==> src/rtl/reg_file_if.sv <==
// Register-file bus: two read-address ports with a shared read enable, one write
// port, and the two registered read-data returns.
interface reg_file_if #(
    parameter int DATA_W = 32,
    parameter int ADDR_W = 5
);
    logic [ADDR_W-1:0] rs1Addr;
    logic [ADDR_W-1:0] rs2Addr;
    logic              rdEn;
    logic              wrEn;
    logic [ADDR_W-1:0] wrAddr;
    logic [DATA_W-1:0] wrData;
    logic [DATA_W-1:0] rd1;
    logic [DATA_W-1:0] rd2;

    modport master (
        output rs1Addr, rs2Addr, rdEn, wrEn, wrAddr, wrData,
        input  rd1, rd2
    );

    modport slave (
        input  rs1Addr, rs2Addr, rdEn, wrEn, wrAddr, wrData,
        output rd1, rd2
    );
endinterface

==> src/rtl/reg_file.sv <==
// Datapath register file: 2^ADDR_W x DATA_W, register 0 reads as zero, two registered
// read ports. Define REGFILE_BYPASS_EN for write-first same-edge reads (default read-first).
module reg_file #(
    parameter int DATA_W = 32,
    parameter int ADDR_W = 5
) (
    input logic       clk,
    input logic       rst_n,
    reg_file_if.slave bus
);
    localparam int DEPTH = 1 << ADDR_W;

    logic [DATA_W-1:0] mem [DEPTH];
    logic [DATA_W-1:0] rd1Q;
    logic [DATA_W-1:0] rd2Q;
    logic [DATA_W-1:0] rd1Next;
    logic [DATA_W-1:0] rd2Next;
    logic              wrLive;

    assign wrLive = bus.wrEn && (bus.wrAddr != '0);

    // Entry 0 is never written, so it stays at its reset value of zero.
    always_ff @(posedge clk or negedge rst_n) begin
        if (!rst_n) begin
            for (int i = 0; i < DEPTH; i++) begin
                mem[i] <= '0;
            end
        end else if (wrLive) begin
            mem[bus.wrAddr] <= bus.wrData;
        end
    end

    always_comb begin
        rd1Next = (bus.rs1Addr == '0) ? '0 : mem[bus.rs1Addr];
        rd2Next = (bus.rs2Addr == '0) ? '0 : mem[bus.rs2Addr];
`ifdef REGFILE_BYPASS_EN
        // wrLive already excludes address 0, so a read of r0 can never be bypassed.
        if (wrLive && (bus.rs1Addr == bus.wrAddr)) begin
            rd1Next = bus.wrData;
        end
        if (wrLive && (bus.rs2Addr == bus.wrAddr)) begin
            rd2Next = bus.wrData;
        end
`endif
    end

    always_ff @(posedge clk or negedge rst_n) begin
        if (!rst_n) begin
            rd1Q <= '0;
            rd2Q <= '0;
        end else if (bus.rdEn) begin
            rd1Q <= rd1Next;
            rd2Q <= rd2Next;
        end
    end

    assign bus.rd1 = rd1Q;
    assign bus.rd2 = rd2Q;
endmodule

==> src/flat_wrapper.sv <==
// flat-port wrapper written by rule: the top's interface ports become plain ports
module reg_file_flat 
#(
    parameter int DATA_W = 32,
    parameter int ADDR_W = 5
)
  (clk, rst_n, bus_rs1Addr, bus_rs2Addr, bus_rdEn, bus_wrEn, bus_wrAddr, bus_wrData, bus_rd1, bus_rd2);
  reg_file_if #(.DATA_W(DATA_W), .ADDR_W(ADDR_W)) bus_i ();
  input logic clk;
  input logic rst_n;
  input wire logic [$bits(bus_i.rs1Addr)-1:0] bus_rs1Addr;
  input wire logic [$bits(bus_i.rs2Addr)-1:0] bus_rs2Addr;
  input wire logic [$bits(bus_i.rdEn)-1:0] bus_rdEn;
  input wire logic [$bits(bus_i.wrEn)-1:0] bus_wrEn;
  input wire logic [$bits(bus_i.wrAddr)-1:0] bus_wrAddr;
  input wire logic [$bits(bus_i.wrData)-1:0] bus_wrData;
  output wire logic [$bits(bus_i.rd1)-1:0] bus_rd1;
  output wire logic [$bits(bus_i.rd2)-1:0] bus_rd2;
  assign bus_i.rs1Addr = bus_rs1Addr;
  assign bus_i.rs2Addr = bus_rs2Addr;
  assign bus_i.rdEn = bus_rdEn;
  assign bus_i.wrEn = bus_wrEn;
  assign bus_i.wrAddr = bus_wrAddr;
  assign bus_i.wrData = bus_wrData;
  assign bus_rd1 = bus_i.rd1;
  assign bus_rd2 = bus_i.rd2;
  reg_file #(.DATA_W(DATA_W), .ADDR_W(ADDR_W)) u_core (.clk(clk), .rst_n(rst_n), .bus(bus_i));
endmodule
==> config.mk <==
export PLATFORM = sky130hd
export DESIGN_NAME = reg_file_flat
export DESIGN_NICKNAME = d
export VERILOG_FILES = /design/src/rtl/reg_file_if.sv /design/src/rtl/reg_file.sv /design/src/flat_wrapper.sv
export SDC_FILE = /design/constraint.sdc
export NUM_CORES = 2
export LEC_CHECK = 0
export CORE_MARGIN = 2
export CORE_UTILIZATION = 25
export DETAILED_ROUTE_END_ITERATION = 12
export GPL_TIMING_DRIVEN = 0
export SLEW_MARGIN = 20
export SYNTH_ARGS = -nofsm -noshare
export SYNTH_HDL_FRONTEND = slang
export SYNTH_SLANG_ARGS = --single-unit
==> constraint.sdc <==
create_clock -name clk -period 3 [get_ports clk]
set_clock_uncertainty 0.1 [all_clocks]
set_input_delay 0.45 -clock clk [delete_from_list [all_inputs] [get_ports clk]]
set_output_delay 0.45 -clock clk [all_outputs]
set_load 0.005 [all_outputs]
**Word level (Yosys, flattened, before mapping)**

Index checks and enable logic that the tools add are counted.

- Logic and storage cells: 57
- Output and inout port bits: 64
- Register bits after elaboration: 1,088
- Input port bits: 51

- Magnitude comparators: 4
- Reduce and logical (&&, ||, !) cells: 5
- Mux-type cells: 11
- Bitwise operators: 3

Operators by type and width:

| cell | number |
|---|---|
| $bwmux W1024 | 1 |
| $bmux W32 S5 | 2 |
| $mux W32 | 7 |
| $demux W32 S5 | 1 |
| $ge A6 B6 Y1 const B | 3 |
| $not A5 Y6 | 3 |
| $logic_not A5 Y1 | 2 |
| $lt A6 B1 Y1 const B | 1 |
| $reduce_bool A5 Y1 | 1 |
| $logic_and A1 B1 Y1 | 2 |

**Longest topological paths before layout**

- Word-level depth: 6
- Gate-level depth with buffers: 9
- Mapped depth without buffers: 4

**Worst setup path after synthesis**

Ideal clock, no wire load.

- Path kind: input to register
- From: input port bus_rs1Addr[0]
- To: register u_core.rd1Q[10], in the netlist u_core.bus.rd1[10]
- Library setup time: 0.138 ns
- Cell stages on the path: 6
- Setup slack: 0.634 ns
- Data required time: 2.762 ns
- Buffers on the path: 2
- Arrival: 2.128 ns
- Cells stage by stage: buf_2 buf_2 mux4_2 mux2_2 a2111oi_0 a21oi_1

- Cells in the longest elaborated chain, start to end: 5
- Elaborated cells between the ends (all ways): 6
- Those cells by class: mux (4); bitwise (1); reduce/logical (1)

RTL lines:

| what | RTL line | source |
|---|---|---|
| start: declaration | flat_wrapper.sv:11 | `input wire logic [$bits(bus_i.rs1Addr)-1:0] bus_rs1Addr;` |
| $not A5 Y6 (not written as such) | reg_file.sv:34 | `rd1Next = (bus.rs1Addr == '0) ? '0 : mem[bus.rs1Addr];` |
| $bmux W32 S5 | reg_file.sv:34 |  |
| $mux W32 (not written as such) (2 in a row) | reg_file.sv:34 |  |
| $mux W32 * | reg_file.sv:34 |  |
| end signal: assignment | reg_file.sv:52 | `rd1Q <= rd1Next;` |
| end: declaration | reg_file.sv:14 | `logic [DATA_W-1:0] rd1Q;` |

Every way passes the cells marked *; elsewhere a longest branch is shown, timed or not. The select of a mux whose other input is x is not followed.
A chain may end at the register's enable or synchronous reset.

**Worst setup path in the final report**

- From: input port bus_rs1Addr[2]
- To: register u_core.rd1Q[15], in the netlist u_core.bus.rd1[15]

The elaborated chain is that of the path after synthesis.

==> flow_summary.toml <==
[floorplan]
core_um2 = 225000
die-area_um2 = 230000
start_util = 0.252
fp.dieW_um = 480
rows = 174
pin_count = 115
chipHeight_um = 480

[logic_synthesis]
seq_area_frac_synth = 0.481
synth_top_flop_cell = "dfrtp_1"
syn_nets = 4054
synth.area.top_cells = "dfrtp_1, mux2_2, mux4_2"
syn_area_um2 = 56600
yosysTopAreaCell = "dfrtp_1"
synth_edf_count = 0
ys_top_cells_by_count = "dfrtp_1, mux2_2, mux2i_1, mux4_2, clkbuf_1"
synth_most_common_cell = "dfrtp_1"
synth_top_area_share = 0.481
yosys_warnings = 0
synthDistinctLibCells = 37
netlist_instances = 4003
syn_avg_cell_area_um2 = 14.1
synth_seq_cells = 1088
async_flop_share = 1.00

[routing]
drt_first_pass_iters = 6
postRouteAntennaNets = 0
drt-initial-drc-count = 4749
routedWlPerCell_um = 30.1
vias = 39589
drc_errors = 0
drt_wl_total_um = 221000
viasPerCell = 5.37

[clocking]
clk_path_buf_depth = 3
cts_num_sinks = 1088
tritoncts = "done"
clockRootBuffer = "clkbuf_16"
h-tree-depth = 3
clk_latency_ns = 0.79
cts.clk_slew.worst_paths_ns = 0.06
cts_buffers = 120

[setup_path]
startpoint_type = "input port"
cp-endpoint = "u_core.bus.rd1[15]"
cp.arrival_ns = 3.70
required_ns = 3.58
crit_start = "bus_rs1Addr[2]"
path_class = "in -> reg"
reg2reg_slack_ns = 0.73
worst_r2r_path_depth = 4
end_kind = "flip-flop"
r2r_end = "u_core.bus.rd1[31]"
cp_max_fo = 10
timing.rr.start = "u_core.mem[543]"

[status]
violations = "negative setup slack"
status = "finished with violations"

[place]
place_congestion = 0.921
place_area_um2 = 61900
io_buffer_count = 108
dp_hpwl_um = 151000

[pwr]
leakage_nw = 28.2
ir_drop_mv = 0.593
powerDensity_nw_per_um2 = 658

[global_route]
grt_pass1_wl_um = 308000
gr-total-overflow = 0
grt_pass1_vias = 40173
grtUsageTotal = 0.188
grt_antenna_before_repair = 27
grt_max_degree = 145

[final_layout]
drive_gt1_frac = 0.413
multi_input_comb_area_um2 = 27500
area_delta_synth_final_pct = 17.3
nNetsFinal = 4308
fill_cells = 22432
final_cell_area_um2 = 66400
regArea_um2 = 27200
final_util = 0.295

[timing]
setup_viol = 16
drv_slew = 0
relSlewSlack = 0.154
final.min_clock_period_ns = 3.13
fmax_ghz = 0.320
tightestPinTransition_ns = 1.27
fin_crit_sh = 1.04
setup_ws_ns = -0.127
hold_viol = 0

[flow_run]
drv_cap = 0

[worst_hold_path]
hold_class = "in -> reg"
==> logic make-up after synthesis <==
family,after synthesis,synth area share
flip-flops,1088,0.481
AO/OA/AOI/OAI,382,0.0480
buffers and inverters,440,0.0334
AND/OR/NAND/NOR,335,0.0318
multiplexers,1758,0.406
==> report_power, final <==
part	switching, mW	internal [mW]	leakage (nW)
Clock	6.45	9.39	2.08
Sequential	2.05	17.4	14.0
Combinational	3.62	4.80	12.2
Total	12.1	31.6	28.2
==> metrics by stage <==
step / hold slack (ns) / setup slack, ns / setup TNS [ns] / total power [mW] / std cells
floorplan: 0.0544 / 0.634 / 0 / 24.9 / 4003
global placement: 0.365 / -48.43 / - / 27.4 / 7103
detailed placement: 0.238 / -1.36 / -225.82 / 27.9 / 7116
CTS: 0.273 / -0.00518 / -0.0105 / 43.7 / 7347
global route: 0.289 / -0.0213 / -0.0289 / 45.3 / 7360
finish: 0.291 / -0.127 / -0.886 / 43.7 / 7370
==> how the worst min path moves through the flow <==
| stage | startpoint | to | slack (ns) | cells past startpoint |
|---|---|---|---|---|
| global route | bus_wrData[10] | u_core.mem[618] | 0.29 | 2 |
| finish | bus_wrData[25] | u_core.mem[633] | 0.29 | 2 |
| detailed placement | rst_n | u_core.mem[513] | 0.24 | 1 |
| global placement | u_core.mem[1003] | u_core.mem[1003] | 0.37 | 1 |
| CTS | bus_wrData[25] | u_core.mem[633] | 0.27 | 2 |
| floorplan | rst_n | u_core.bus.rd1[0] | 0.05 | 0 |
==> metal layers <==
metal | track usage | vias up | part of all wire
li1 | - | 15779 | -
met1 | 0.241 | 21070 | 0.40
met2 | 0.280 | 2125 | 0.44
met3 | 0.0604 | 605 | 0.10
met4 | 0.104 | 10 | 0.061
met5 | 0 | - | 0.00031
==> critical path, cell delays in order <==
cell and delay [ns]:
clkdlybuf4s50_1 0.60, buf_2 0.35, nand3b_1 0.24, clkbuf_1 0.93, o22ai_1 0.28, or4_1 0.65, a21oi_1 0.18
==> cells in the final DEF (no fill, tap or decap), types with 5 or more instances in the layout <==
cell type / count
buf_4: 20
nor3_1: 5
bufinv_16: 14
nand2b_1: 66
buf_1: 23
buf_16: 15
clkbuf_8: 28
mux2_2: 1056
o211ai_1: 62
clkbuf_1: 246
a21oi_1: 62
buf_2: 89
clkinv_2: 25
nand3b_1: 9
mux4_2: 324
mux2i_1: 378
a22o_1: 60
or4_1: 64
a2111oi_0: 65
clkbuf_16: 124
o22ai_1: 124
dfrtp_1: 1088
buf_6: 16
nand2_1: 17
clkbuf_2: 63
clkdlybuf4s50_1: 107
nor2_1: 144
buf_12: 5
diode_2: 21
clkbuf_4: 7
==> flip-flops by register name (all words and copies together), names as in the netlist <==
register and flops:
u_core.bus.rd1 32, u_core.bus.rd2 32, u_core.mem 1024
==> timing repair <==
action / CTS / global route
setup buffers: 0 / 0
setup endpoints to repair: 62 / 157
endpoints found under the hold margin: 422 / 0
resized for setup: 25 / 37
hold buffers: 10 / 0
cloned: 0 / 1
==> cell type report <==
type                            instances  share of cell area
Clock buffer                          178              0.0537
Tap cell                             2992              0.0564
Inverter                                2            0.000113
Timing Repair Buffer                  134              0.0252
Sequential cell                      1088               0.410
Clock inverter                         44             0.00942
Buffer                                436              0.0307
Antenna cell                           21            0.000791
Multi-Input combinational cell       2475               0.414
Note: power is estimated with default switching activity, not from simulation.
